$ cat config.mk
export PLATFORM = sky130hd
export DESIGN_NAME = inst_fetch_flat
export DESIGN_NICKNAME = d
export VERILOG_FILES = /design/src/rtl/inst_fetch_if.sv /design/src/rtl/inst_fetch.sv /design/src/flat_wrapper.sv
export SDC_FILE = /design/constraint.sdc
export NUM_CORES = 1
export LEC_CHECK = 0
export ABC_AREA = 1
export BUFFER_PORTS_ARGS = -buffer_cell sky130_fd_sc_hd__buf_2
export CELL_PAD_IN_SITES_DETAIL_PLACEMENT = 1
export CELL_PAD_IN_SITES_GLOBAL_PLACEMENT = 1
export CORE_ASPECT_RATIO = 0.9
export CORE_MARGIN = 5
export CORE_UTILIZATION = 44
export DETAILED_ROUTE_END_ITERATION = 12
export PLACE_DENSITY_LB_ADDON = 0.1
export SKIP_LAST_GASP = 1
export SYNTH_ARGS = -nofsm -noshare
export SYNTH_HDL_FRONTEND = slang
export SYNTH_SLANG_ARGS = --single-unit
$ cat constraint.sdc
create_clock -name clk -period 5.88 [get_ports clk]
set_input_delay 1.176 -clock clk [delete_from_list [all_inputs] [get_ports clk]]
set_output_delay 1.176 -clock clk [all_outputs]
set_load 0.02 [all_outputs]
$ cat src/rtl/inst_fetch_if.sv
// Fetch-unit bundle: control inputs, instruction BRAM port and the output stream.
// The fetch unit takes the master side. The slave side is the core plus the BRAM.
interface inst_fetch_if #(
  parameter int unsigned PC_WIDTH   = 32,
  parameter int unsigned INST_WIDTH = 32
);
  logic                  work_ena;
  logic                  pc_jump;
  logic [PC_WIDTH-1:0]   pc_target;
  logic                  imem_en;
  logic [PC_WIDTH-1:0]   imem_addr;
  logic [INST_WIDTH-1:0] imem_rdata;
  logic                  out_valid;
  logic                  out_ready;
  logic [PC_WIDTH-1:0]   out_pc;
  logic [INST_WIDTH-1:0] out_inst;

  modport master (
    input  work_ena, pc_jump, pc_target, imem_rdata, out_ready,
    output imem_en, imem_addr, out_valid, out_pc, out_inst
  );

  modport slave (
    output work_ena, pc_jump, pc_target, imem_rdata, out_ready,
    input  imem_en, imem_addr, out_valid, out_pc, out_inst
  );
endinterface

$ cat src/rtl/inst_fetch.sv
// Instruction fetch: sequential PC with redirect, one-cycle BRAM read,
// 2-entry {pc, inst} output FIFO throttled so no BRAM response is ever lost.
module inst_fetch #(
  parameter int unsigned         PC_WIDTH   = 32,
  parameter int unsigned         INST_WIDTH = 32,
  parameter logic [PC_WIDTH-1:0] RESET_PC   = '0,
  parameter logic [PC_WIDTH-1:0] PC_INC     = PC_WIDTH'(4)
) (
  input  logic          clk,
  input  logic          rst_n,
  inst_fetch_if.master  bus
);

  logic [PC_WIDTH-1:0]   fetch_pc;
  logic [PC_WIDTH-1:0]   infl_pc;
  logic                  inflight;
  logic [PC_WIDTH-1:0]   fifo_pc   [2];
  logic [INST_WIDTH-1:0] fifo_inst [2];
  logic                  rd_ptr;
  logic                  wr_ptr;
  logic [1:0]            count;

  logic                  pop;
  logic                  push;
  logic                  drop;
  logic                  issue;
  logic [2:0]            occupancy;

  always_comb begin
    pop       = (count != 2'd0) && bus.out_ready;
    // A response that lands in a flush cycle is discarded. Nothing issues
    // in that cycle, so no later response needs to be dropped.
    drop      = !bus.work_ena || bus.pc_jump;
    push      = inflight && !drop;
    occupancy = {1'b0, count} + {2'b00, inflight} - {2'b00, pop};
    issue     = rst_n && bus.work_ena && !bus.pc_jump && (occupancy < 3'd2);

    bus.imem_en   = issue;
    bus.imem_addr = fetch_pc;
    bus.out_valid = (count != 2'd0);
    bus.out_pc    = fifo_pc[rd_ptr];
    bus.out_inst  = fifo_inst[rd_ptr];
  end

  always_ff @(posedge clk or negedge rst_n) begin
    if (!rst_n) begin
      fetch_pc <= RESET_PC;
      infl_pc  <= '0;
      inflight <= 1'b0;
      rd_ptr   <= 1'b0;
      wr_ptr   <= 1'b0;
      count    <= 2'd0;
      for (int unsigned i = 0; i < 2; i++) begin
        fifo_pc[i]   <= '0;
        fifo_inst[i] <= '0;
      end
    end else begin
      inflight <= issue;
      if (issue) begin
        infl_pc  <= fetch_pc;
        fetch_pc <= fetch_pc + PC_INC;
      end else if (!bus.work_ena) begin
        fetch_pc <= RESET_PC;
      end else if (bus.pc_jump) begin
        fetch_pc <= bus.pc_target;
      end

      if (drop) begin
        count  <= 2'd0;
        rd_ptr <= 1'b0;
        wr_ptr <= 1'b0;
      end else begin
        if (push) begin
          fifo_pc[wr_ptr]   <= infl_pc;
          fifo_inst[wr_ptr] <= bus.imem_rdata;
          wr_ptr            <= ~wr_ptr;
        end
        if (pop) begin
          rd_ptr <= ~rd_ptr;
        end
        count <= count + {1'b0, push} - {1'b0, pop};
      end
    end
  end

endmodule

$ cat src/flat_wrapper.sv
// flat-port wrapper written by rule: the top's interface ports become plain ports
module inst_fetch_flat 
#(
  parameter int unsigned         PC_WIDTH   = 32,
  parameter int unsigned         INST_WIDTH = 32,
  parameter logic [PC_WIDTH-1:0] RESET_PC   = '0,
  parameter logic [PC_WIDTH-1:0] PC_INC     = PC_WIDTH'(4)
)
  (clk, rst_n, bus_work_ena, bus_pc_jump, bus_pc_target, bus_imem_rdata, bus_out_ready, bus_imem_en, bus_imem_addr, bus_out_valid, bus_out_pc, bus_out_inst);
  inst_fetch_if #(.PC_WIDTH(PC_WIDTH), .INST_WIDTH(INST_WIDTH)) bus_i ();
  input  logic clk;
  input  logic rst_n;
  input wire logic [$bits(bus_i.work_ena)-1:0] bus_work_ena;
  input wire logic [$bits(bus_i.pc_jump)-1:0] bus_pc_jump;
  input wire logic [$bits(bus_i.pc_target)-1:0] bus_pc_target;
  input wire logic [$bits(bus_i.imem_rdata)-1:0] bus_imem_rdata;
  input wire logic [$bits(bus_i.out_ready)-1:0] bus_out_ready;
  output wire logic [$bits(bus_i.imem_en)-1:0] bus_imem_en;
  output wire logic [$bits(bus_i.imem_addr)-1:0] bus_imem_addr;
  output wire logic [$bits(bus_i.out_valid)-1:0] bus_out_valid;
  output wire logic [$bits(bus_i.out_pc)-1:0] bus_out_pc;
  output wire logic [$bits(bus_i.out_inst)-1:0] bus_out_inst;
  assign bus_i.work_ena = bus_work_ena;
  assign bus_i.pc_jump = bus_pc_jump;
  assign bus_i.pc_target = bus_pc_target;
  assign bus_i.imem_rdata = bus_imem_rdata;
  assign bus_i.out_ready = bus_out_ready;
  assign bus_imem_en = bus_i.imem_en;
  assign bus_imem_addr = bus_i.imem_addr;
  assign bus_out_valid = bus_i.out_valid;
  assign bus_out_pc = bus_i.out_pc;
  assign bus_out_inst = bus_i.out_inst;
  inst_fetch #(.PC_WIDTH(PC_WIDTH), .INST_WIDTH(INST_WIDTH), .RESET_PC(RESET_PC), .PC_INC(PC_INC)) u_core (.clk(clk), .rst_n(rst_n), .bus(bus_i));
endmodule
==> results of run 1 <==
==> layout make-up <==
| cell class | count | area (sq um) |
|---|---|---|
| clock inverter | 14 | 138 |
| clock buffer | 18 | 439 |
| tap | 286 | 358 |
| timing repair buffer | 174 | 900 |
| multi-input combinational | 834 | 3680 |
| sequential | 197 | 4930 |
| fill | 2726 | 9950 |
| inverter | 132 | 495 |
==> cell families after synthesis <==
group                      synth area share, %
adders and majority gates                0.612
AOI/OAI and AO/OA                         11.4
and+or+nand+nor                           26.8
DFF                                       52.5
xor gates and xnor gates                 0.186
buffers and inverters                     8.57
==> synthesized netlist by cell type, types with 2 or more instances <==
master    number  area share [%]
buf_6          5            0.60
buf_1          4            0.16
dfrtp_1      197              52
nand2_2        2            0.13
buf_2         20             1.1
o22ai_1        2            0.13
nand2_1      497              20
inv_2          2           0.080
a211oi_1       2            0.16
o21ai_0      153             8.1
o211ai_1      14             1.1
nand3_1       42             2.2
inv_1        129             5.2
clkbuf_1      31             1.2
o21ai_1       10            0.53
nor2_2         4            0.27
nor2_1        63             2.5
ha_1           3            0.40
nor2_4        12             1.4
a21oi_1       22             1.2
==> routing by layer <==
layer	routed length (um)	vias to the layer above	part of all wire (%)	global-route usage [%]
li1	-	4078	-	-
met1	12900	3923	50	32.2
met2	11600	159	45	34.4
met3	1090	16	4.2	3.96
met4	223	0	0.86	3.77
met5	0	-	0	0
==> through the flow <==
step	hold WS, ns	cells
2_1_floorplan	0.453	1225
3_3_place_gp	0.465	1623
3_5_place_dp	0.473	1623
4_1_cts	0.491	1655
5_1_grt	0.510	1655
6_report	0.487	1655
==> worst max-delay path, delay by kind of cell <==
kind	cells	cell delay, ns
adder cells (fa/ha/maj)	1	0.50
AO/OA/AOI/OAI	1	0.13
AND/OR/NAND/NOR	5	0.80
buffers and inverters	3	0.74
==> power breakdown <==
group	internal, mW	switching [mW]	total, mW
registers	1.53	0.117	1.65
clock network	0.575	0.564	1.14
logic	0.239	0.481	0.719
total	2.35	1.16	3.51
==> worst paths after layout <==
path | endpoint | slack, ns | cells past startpoint | start
min reg2reg | u_core.fifo_pc[29] | 0.49 | 2 | u_core.fifo_pc[29]
max reg2reg | u_core.bus.imem_addr[7] | 2.26 | 14 | u_core.count[1]
min | u_core.fifo_pc[29] | 0.49 | 2 | u_core.fifo_pc[29]
max in group asynchronous | u_core.rd_ptr | 3.76 | 2 | rst_n
min in group asynchronous | u_core.fifo_pc[54] | 0.75 | 1 | rst_n
max | bus_imem_en | 1.35 | 10 | bus_out_ready
==> registers in the layout, indices dropped and copies added (netlist names) <==
| name | cells |
|---|---|
| u_core.fifo_pc | 64 |
| u_core.infl_pc | 32 |
| u_core.fifo_inst | 64 |
| u_core.inflight | 1 |
| u_core.rd_ptr | 1 |
| u_core.wr_ptr | 1 |
| u_core.bus.imem_addr | 32 |
| u_core.count | 2 |
==> results.cfg, run 1 <==
[outcome]
status = finished, final reports clean

[final_layout]
area_growth_pct = 16.4
fin_util_pct = 52.4
n_antenna_cell = 0
nNetsFinal = 1429
final_common_cell = nand2_1
drive_gt1_share_pct = 17.0
layout_common_cells = nand2_1, dfrtp_1, buf_2
stdcell_area_sq_um = 10900

[synth]
synth_edf_count = 0
yosys_warnings = 0
seq_area_frac_synth_pct = 52.5
ys_seq_elements = 197
ys.flop_type = dfrtp_1
synth.cell_area_sq_um = 9400
ys_types = 31
synth_cells = 1225
async_reset_ff_share_pct = 100
synth_nets = 1298
syn_avg_cell_area_sq_um = 7.67

[sta]
drv_slew = 0
skew_ns = 0.0133
setup_viol = 0
tightest_slew_ns = 1.01
period_minus_slack_ns = 4.53
slew_headroom_pct = 32.9
fin_ws_ns = 1.35
fin_crit_sh_pct = 77.0
tns_ns = 0
rsz0062_at_grt = false
fmax_mhz = 221
hold_viol = 0

[route]
first_pass_iters = 4
routed_wl_um = 25800
drc_errors = 0
final_antenna_net_count = 0
via_per_inst = 4.94
drtIter0Drc = 399
dr_total_vias = 8176
wl_per_cell_um = 15.6

[grt]
grt_max_degree = 109
antenna_found_initial = 0
grt_pass1_wl_um = 42900
grt_pass1_vias = 8386
grt_usage_pct = 21.9
grt_overflow = 0

[clock_tree]
post-cts-setup-buffer-count = 0
cts-buffers-inserted = 17
clock_latency_ns = 0.43
holdBufCountCts = 0
h-tree-depth = 4
tritoncts = yes
clk_pin_slew_worst_paths_ns = 0.06
cts_resized = 0
cts.sinks = 197
clk_path_buf_depth = 2
root_buffer = clkbuf_16

[critical_path]
critPathLaunchType = input port
crit_chain = buf_2, nand2_1, nor2_1, o21ai_0, fa_1, nand2_1, nor2_4, nand2_4, inv_2, buf_2
cp.arrival_ns = 3.35
required_ns = 4.70
cp_max_fo = 37
end_kind = output port
max_stage_delay_ns = 0.50
worstSetupPathType = input port to output port
crit_slowest_cell = fa_1

[min_path]
hold_path.class = flop to flop

[flow_run]
maxCapViolCount = 0

[floorplanning]
io_pins = 167
die-area_sq_um = 24400
core_area_sq_um = 20900
start_util_pct = 45.0
die_w_um = 164
fp.dieH_um = 149
core.rowCount = 50

[place]
placed_area_sq_um = 10400
post-place-ws_ns = 1.29
hpwl_um = 18000
io_buffers = 166
gp_congestion = 0.844

[power_and_ir_drop]
power-per-cell-area_nw_per_um2 = 321
peakVddDrop_mv = 0.186
p_leak_nw = 5.85
power.total_mw = 3.51
Note: power is estimated with default switching activity, not from simulation.
==> run 2: changes to the inputs <==
--- a/config.mk
+++ b/config.mk
@@ -11,7 +11,7 @@
 export CELL_PAD_IN_SITES_GLOBAL_PLACEMENT = 1
 export CORE_ASPECT_RATIO = 0.9
 export CORE_MARGIN = 5
-export CORE_UTILIZATION = 44
+export CORE_UTILIZATION = 41
 export DETAILED_ROUTE_END_ITERATION = 12
 export PLACE_DENSITY_LB_ADDON = 0.1
 export SKIP_LAST_GASP = 1
==> constraint.sdc (replaced) <==
create_clock -name clk -period 4.4 [get_ports clk]
set_input_delay 0.88 -clock clk [delete_from_list [all_inputs] [get_ports clk]]
set_output_delay 0.88 -clock clk [all_outputs]
set_load 0.02 [all_outputs]
==> results.cfg, run 2 (same netlist as run 1, synthesis figures left out) <==
[final_layout]
fin_util_pct = 48.8
largest_registers = u_core.fifo_inst: 64 flops, u_core.fifo_pc: 64 flops
nNetsFinal = 1435
final_common_cell = nand2_1
area_growth_pct = 17.0
n_antenna_cell = 0
fillers = 2921
stdcell_count = 1671
stdcell_area_sq_um = 11000
layout_common_cells = nand2_1, dfrtp_1, buf_2
drive_gt1_share_pct = 17.3

[grt]
grt_pass1_vias = 8571
grt_usage_pct = 21.0
grt_pass1_wl_um = 44500
grt_overflow = 0
grt_max_degree = 111
antenna_found_initial = 0

[sta]
tns_ns = 0
period_minus_slack_ns = 3.41
fmax_mhz = 293
fin_crit_sh_pct = 77.4
rsz0062_at_grt = false
tightest_slew_ns = 1.02
slew_headroom_pct = 32.1
hold_ws_ns = 0.367
drv_slew = 0
fin_ws_ns = 0.992
setup_viol = 0
skew_ns = 0.0118
hold_viol = 0

[outcome]
status = finished, final reports clean

[route]
topRoutingLayerUsed = met4
routed_wl_um = 26600
routed-wl-met3_um = 1040
wl_per_cell_um = 15.9
wl_met1_um = 12900
via_per_inst = 4.89
final_antenna_net_count = 0
dr_total_vias = 8179
first_pass_iters = 4
drtIter0Drc = 475
dr_wl_met2_um = 12400
drc_errors = 0

[critical_path]
crit_top_cell = nand2_1
crit_chain = inv_1, nand2_1, nand2_1, nor2_1, o21ai_0, fa_1, nand2_1, nor2_4, nand2_4, inv_2, buf_2
end_kind = output port
required_ns = 3.52
critPathLaunchType = flop
cp.arrival_ns = 2.53
cp_max_fo = 4
crit_slowest_cell = fa_1
worstSetupPathType = flop to output port
max_stage_delay_ns = 0.50

[place]
placed_area_sq_um = 10400
io_buffers = 166
gp_congestion = 0.831
hpwl_um = 18400
post-place-ws_ns = 1.03
dp_cells = 1640

[clock_tree]
post-cts-setup-buffer-count = 0
clk_pin_slew_worst_paths_ns = 0.07
clock_latency_ns = 0.43
tritoncts = yes
clk_path_buf_depth = 2
holdBufCountCts = 0
cts_resized = 0
cts-buffers-inserted = 17
root_buffer = clkbuf_16
cts.sinks = 197
h-tree-depth = 4

[floorplanning]
fp.dieH_um = 154
core.rowCount = 52
die-area_sq_um = 26100
io_pins = 167
start_util_pct = 41.7
die_w_um = 170
core_area_sq_um = 22500

[power_and_ir_drop]
peakVddDrop_mv = 0.231
p_leak_nw = 5.86
power-per-cell-area_nw_per_um2 = 428
power.total_mw = 4.71

[min_path]
hold_path.class = input port to asynchronous set/reset pin

[flow_run]
maxCapViolCount = 0
-- run 2: cell types whose count changed in the layout (fill, tap and decap cells not counted) --
cell	delta
clkinvlp_4	+2
bufinv_16	+1
clkbuf_8	-1
clkinv_4	+2
buf_4	+6
inv_6	-5
inv_8	+2
clkinv_8	-2
-- run 2: per-layer routing --
layer / track usage [%] / vias up
li1: - / 4073
met1: 29.8 / 3904
met2: 34.1 / 183
met3: 2.95 / 19
met4: 4.98 / 0
met5: 0 / -
-- run 2: layout make-up --
class / instances / area [sq um] / area share, %
sequential: 197 / 4930 / 44.8
timing repair buffer: 180 / 945 / 8.59
inverter: 132 / 495 / 4.51
clock buffer: 17 / 425 / 3.87
multi-input combinational: 834 / 3680 / 33.5
clock inverter: 14 / 146 / 1.33
tap: 297 / 372 / 3.38
-- run 2: worst max-delay path, delay by kind of cell, from the launching register on --
kind            cells  cell delay, ns
fa+ha+maj           1            0.50
simple gates        6            0.70
compound gates      1            0.14
flops               1            0.43
buf+inv             3            0.34
-- run 2: path summary, 6_finish.rpt --
kind / from / end / slack [ns] / depth (start not counted)
min: rst_n / u_core.bus.imem_addr[26] / 0.37 / 1
min reg2reg: u_core.fifo_pc[9] / u_core.fifo_pc[9] / 0.49 / 2
max in group asynchronous: rst_n / u_core.fifo_inst[50] / 2.30 / 3
max reg2reg: u_core.count[1] / u_core.bus.imem_addr[31] / 1.38 / 16
max: u_core.count[1] / bus_imem_en / 0.99 / 11
min in group clk: u_core.fifo_pc[9] / u_core.fifo_pc[9] / 0.49 / 2
-- run 2: where the power goes --
group | switching [mW] | internal, mW | total [mW]
clock | 0.734 | 0.797 | 1.53
sequential | 0.154 | 2.05 | 2.20
combinational | 0.650 | 0.322 | 0.973
total | 1.54 | 3.17 | 4.71
==> run 3: changes to the inputs <==
--- a/config.mk
+++ b/config.mk
@@ -11,7 +11,7 @@
 export CELL_PAD_IN_SITES_GLOBAL_PLACEMENT = 1
 export CORE_ASPECT_RATIO = 0.9
 export CORE_MARGIN = 5
-export CORE_UTILIZATION = 41
+export CORE_UTILIZATION = 37
 export DETAILED_ROUTE_END_ITERATION = 12
 export PLACE_DENSITY_LB_ADDON = 0.1
 export SKIP_LAST_GASP = 1
==> constraint.sdc (replaced) <==
create_clock -name clk -period 3.07 [get_ports clk]
set_input_delay 0.614 -clock clk [delete_from_list [all_inputs] [get_ports clk]]
set_output_delay 0.614 -clock clk [all_outputs]
set_load 0.02 [all_outputs]
==> results.cfg, run 3 (same netlist as run 1, synthesis figures left out) <==
[sta]
skew_ns = 0.0152
fin_crit_sh_pct = 95.3
period_minus_slack_ns = 2.92
hold_viol = 0
hold_ws_ns = 0.0531
slew_headroom_pct = 47.0
fin_ws_ns = 0.145
drv_slew = 0
tns_ns = 0
fmax_mhz = 342
tightest_slew_ns = 0.795
setup_viol = 0

[power_and_ir_drop]
power-per-cell-area_nw_per_um2 = 608
p_leak_nw = 5.97
peakVddDrop_mv = 0.331

[route]
wl_per_cell_um = 15.7
via_per_inst = 4.76
drtIter0Drc = 488
routed_wl_um = 27100
dr_total_vias = 8228
first_pass_iters = 4
final_antenna_net_count = 0
drc_errors = 0

[place]
placed_area_sq_um = 10600
gp_congestion = 0.796
hpwl_um = 19000
post-place-ws_ns = 0.196
io_buffers = 166
dp_cells = 1690

[final_layout]
drive_gt1_share_pct = 18.3
stdcell_area_sq_um = 11200
largest_registers = u_core.fifo_inst: 64 flops, u_core.fifo_pc: 64 flops
stdcell_count = 1727
area_growth_pct = 19.6
layout_common_cells = nand2_1, dfrtp_1, buf_2
final_common_cell = nand2_1
n_antenna_cell = 0
fillers = 3164
nNetsFinal = 1445

[floorplanning]
core_area_sq_um = 25100
core.rowCount = 55
io_pins = 167
die-area_sq_um = 28700
start_util_pct = 37.4
die_w_um = 178
fp.dieH_um = 161

[critical_path]
worstSetupPathType = flop to output port
r2r_setup_slack_ns = 0.41
rr_worst_depth = 17
crit_path_end = bus_imem_en
end_kind = output port
crit-reg2reg-launch = u_core.count[1]
cp_max_fo = 4
required_ns = 2.46
cp.arrival_ns = 2.31
r2r-end = u_core.bus.imem_addr[29]
crit_start = u_core.count[1]
critPathLaunchType = flop

[flow_run]
maxCapViolCount = 0

[clock_tree]
root_buffer = clkbuf_16
clock_latency_ns = 0.43
h-tree-depth = 4
cts.sinks = 197
tritoncts = yes
clk_path_buf_depth = 2
clk_pin_slew_worst_paths_ns = 0.08
cts-buffers-inserted = 17

[grt]
antenna_found_initial = 0
grt_usage_pct = 19.0
grt_max_degree = 117
grt_overflow = 0
grt_pass1_wl_um = 44000
grt_pass1_vias = 8409

[outcome]
status = finished, final reports clean

[min_path]
hold_path.class = input port to asynchronous set/reset pin
[run 3: changes by cell type in the layout (fill, tap and decap cells not counted), sizes merged]
cell,delta
inv,+1
clkinvlp,-1
clkbuf,+1
buf,+10
[run 3: worst min path at each step]
stage,start,end,slack (ns),cells past startpoint
6_report,rst_n,u_core.infl_pc[26],0.05,1
5_1_grt,rst_n,u_core.infl_pc[26],0.05,1
4_1_cts,rst_n,u_core.infl_pc[26],0.05,1
3_5_place_dp,u_core.fifo_pc[42],u_core.fifo_pc[42],0.47,2
3_3_place_gp,u_core.fifo_inst[47],u_core.fifo_inst[47],0.47,2
2_1_floorplan,rst_n,u_core.bus.imem_addr[0],0.32,0
[run 3: power by group]
part	leakage, nW	switching, mW	internal, mW
logic	3.10	0.940	0.472
registers	2.58	0.223	2.94
clock network	0.286	1.09	1.17
total	5.97	2.26	4.57
[run 3: final cells by class]
class	instances	area [sq um]	area share, %
multi-input cells	834	3700	32.9
repair buffers	190	1090	9.69
clock inverters	14	165	1.47
clock buffers	18	429	3.82
well taps	342	428	3.81
inverters	132	498	4.43
flip-flops and latches	197	4930	43.9
[run 3: per-layer routing]
| metal | GRT usage (%) | share of wire (%) |
|---|---|---|
| met1 | 27.2 | 50 |
| met2 | 30.8 | 45 |
| met3 | 2.81 | 3.8 |
| met4 | 3.94 | 1.1 |
| met5 | 0 | 0 |
[run 3: repair_timing]
action                     CTS  global route
resized for setup            3             8
hold buffers                 0             0
pin swaps                    0             6
buffers inserted             1             4
setup endpoints to repair    1             1
[run 3: worst max-delay path, cell delays in order, from the launching register on]
cell	delay [ns]
dfrtp_1	0.39
inv_2	0.08
nand2_2	0.08
nand2_4	0.09
inv_1	0.05
nor2_1	0.10
o21ai_1	0.10
fa_1	0.56
nand2_2	0.08
nor2_4	0.11
nand2_4	0.08
inv_4	0.06
buf_6	0.11
[run 3: through the flow]
| step | utilization [%] | total power, mW |
|---|---|---|
| floorplan | - | 4.04 |
| global placement | 42.1 | 4.60 |
| detailed placement | 42.1 | 4.65 |
| CTS | 44.6 | 6.94 |
| global route | 44.7 | 7.24 |
| finish | 44.7 | 6.83 |
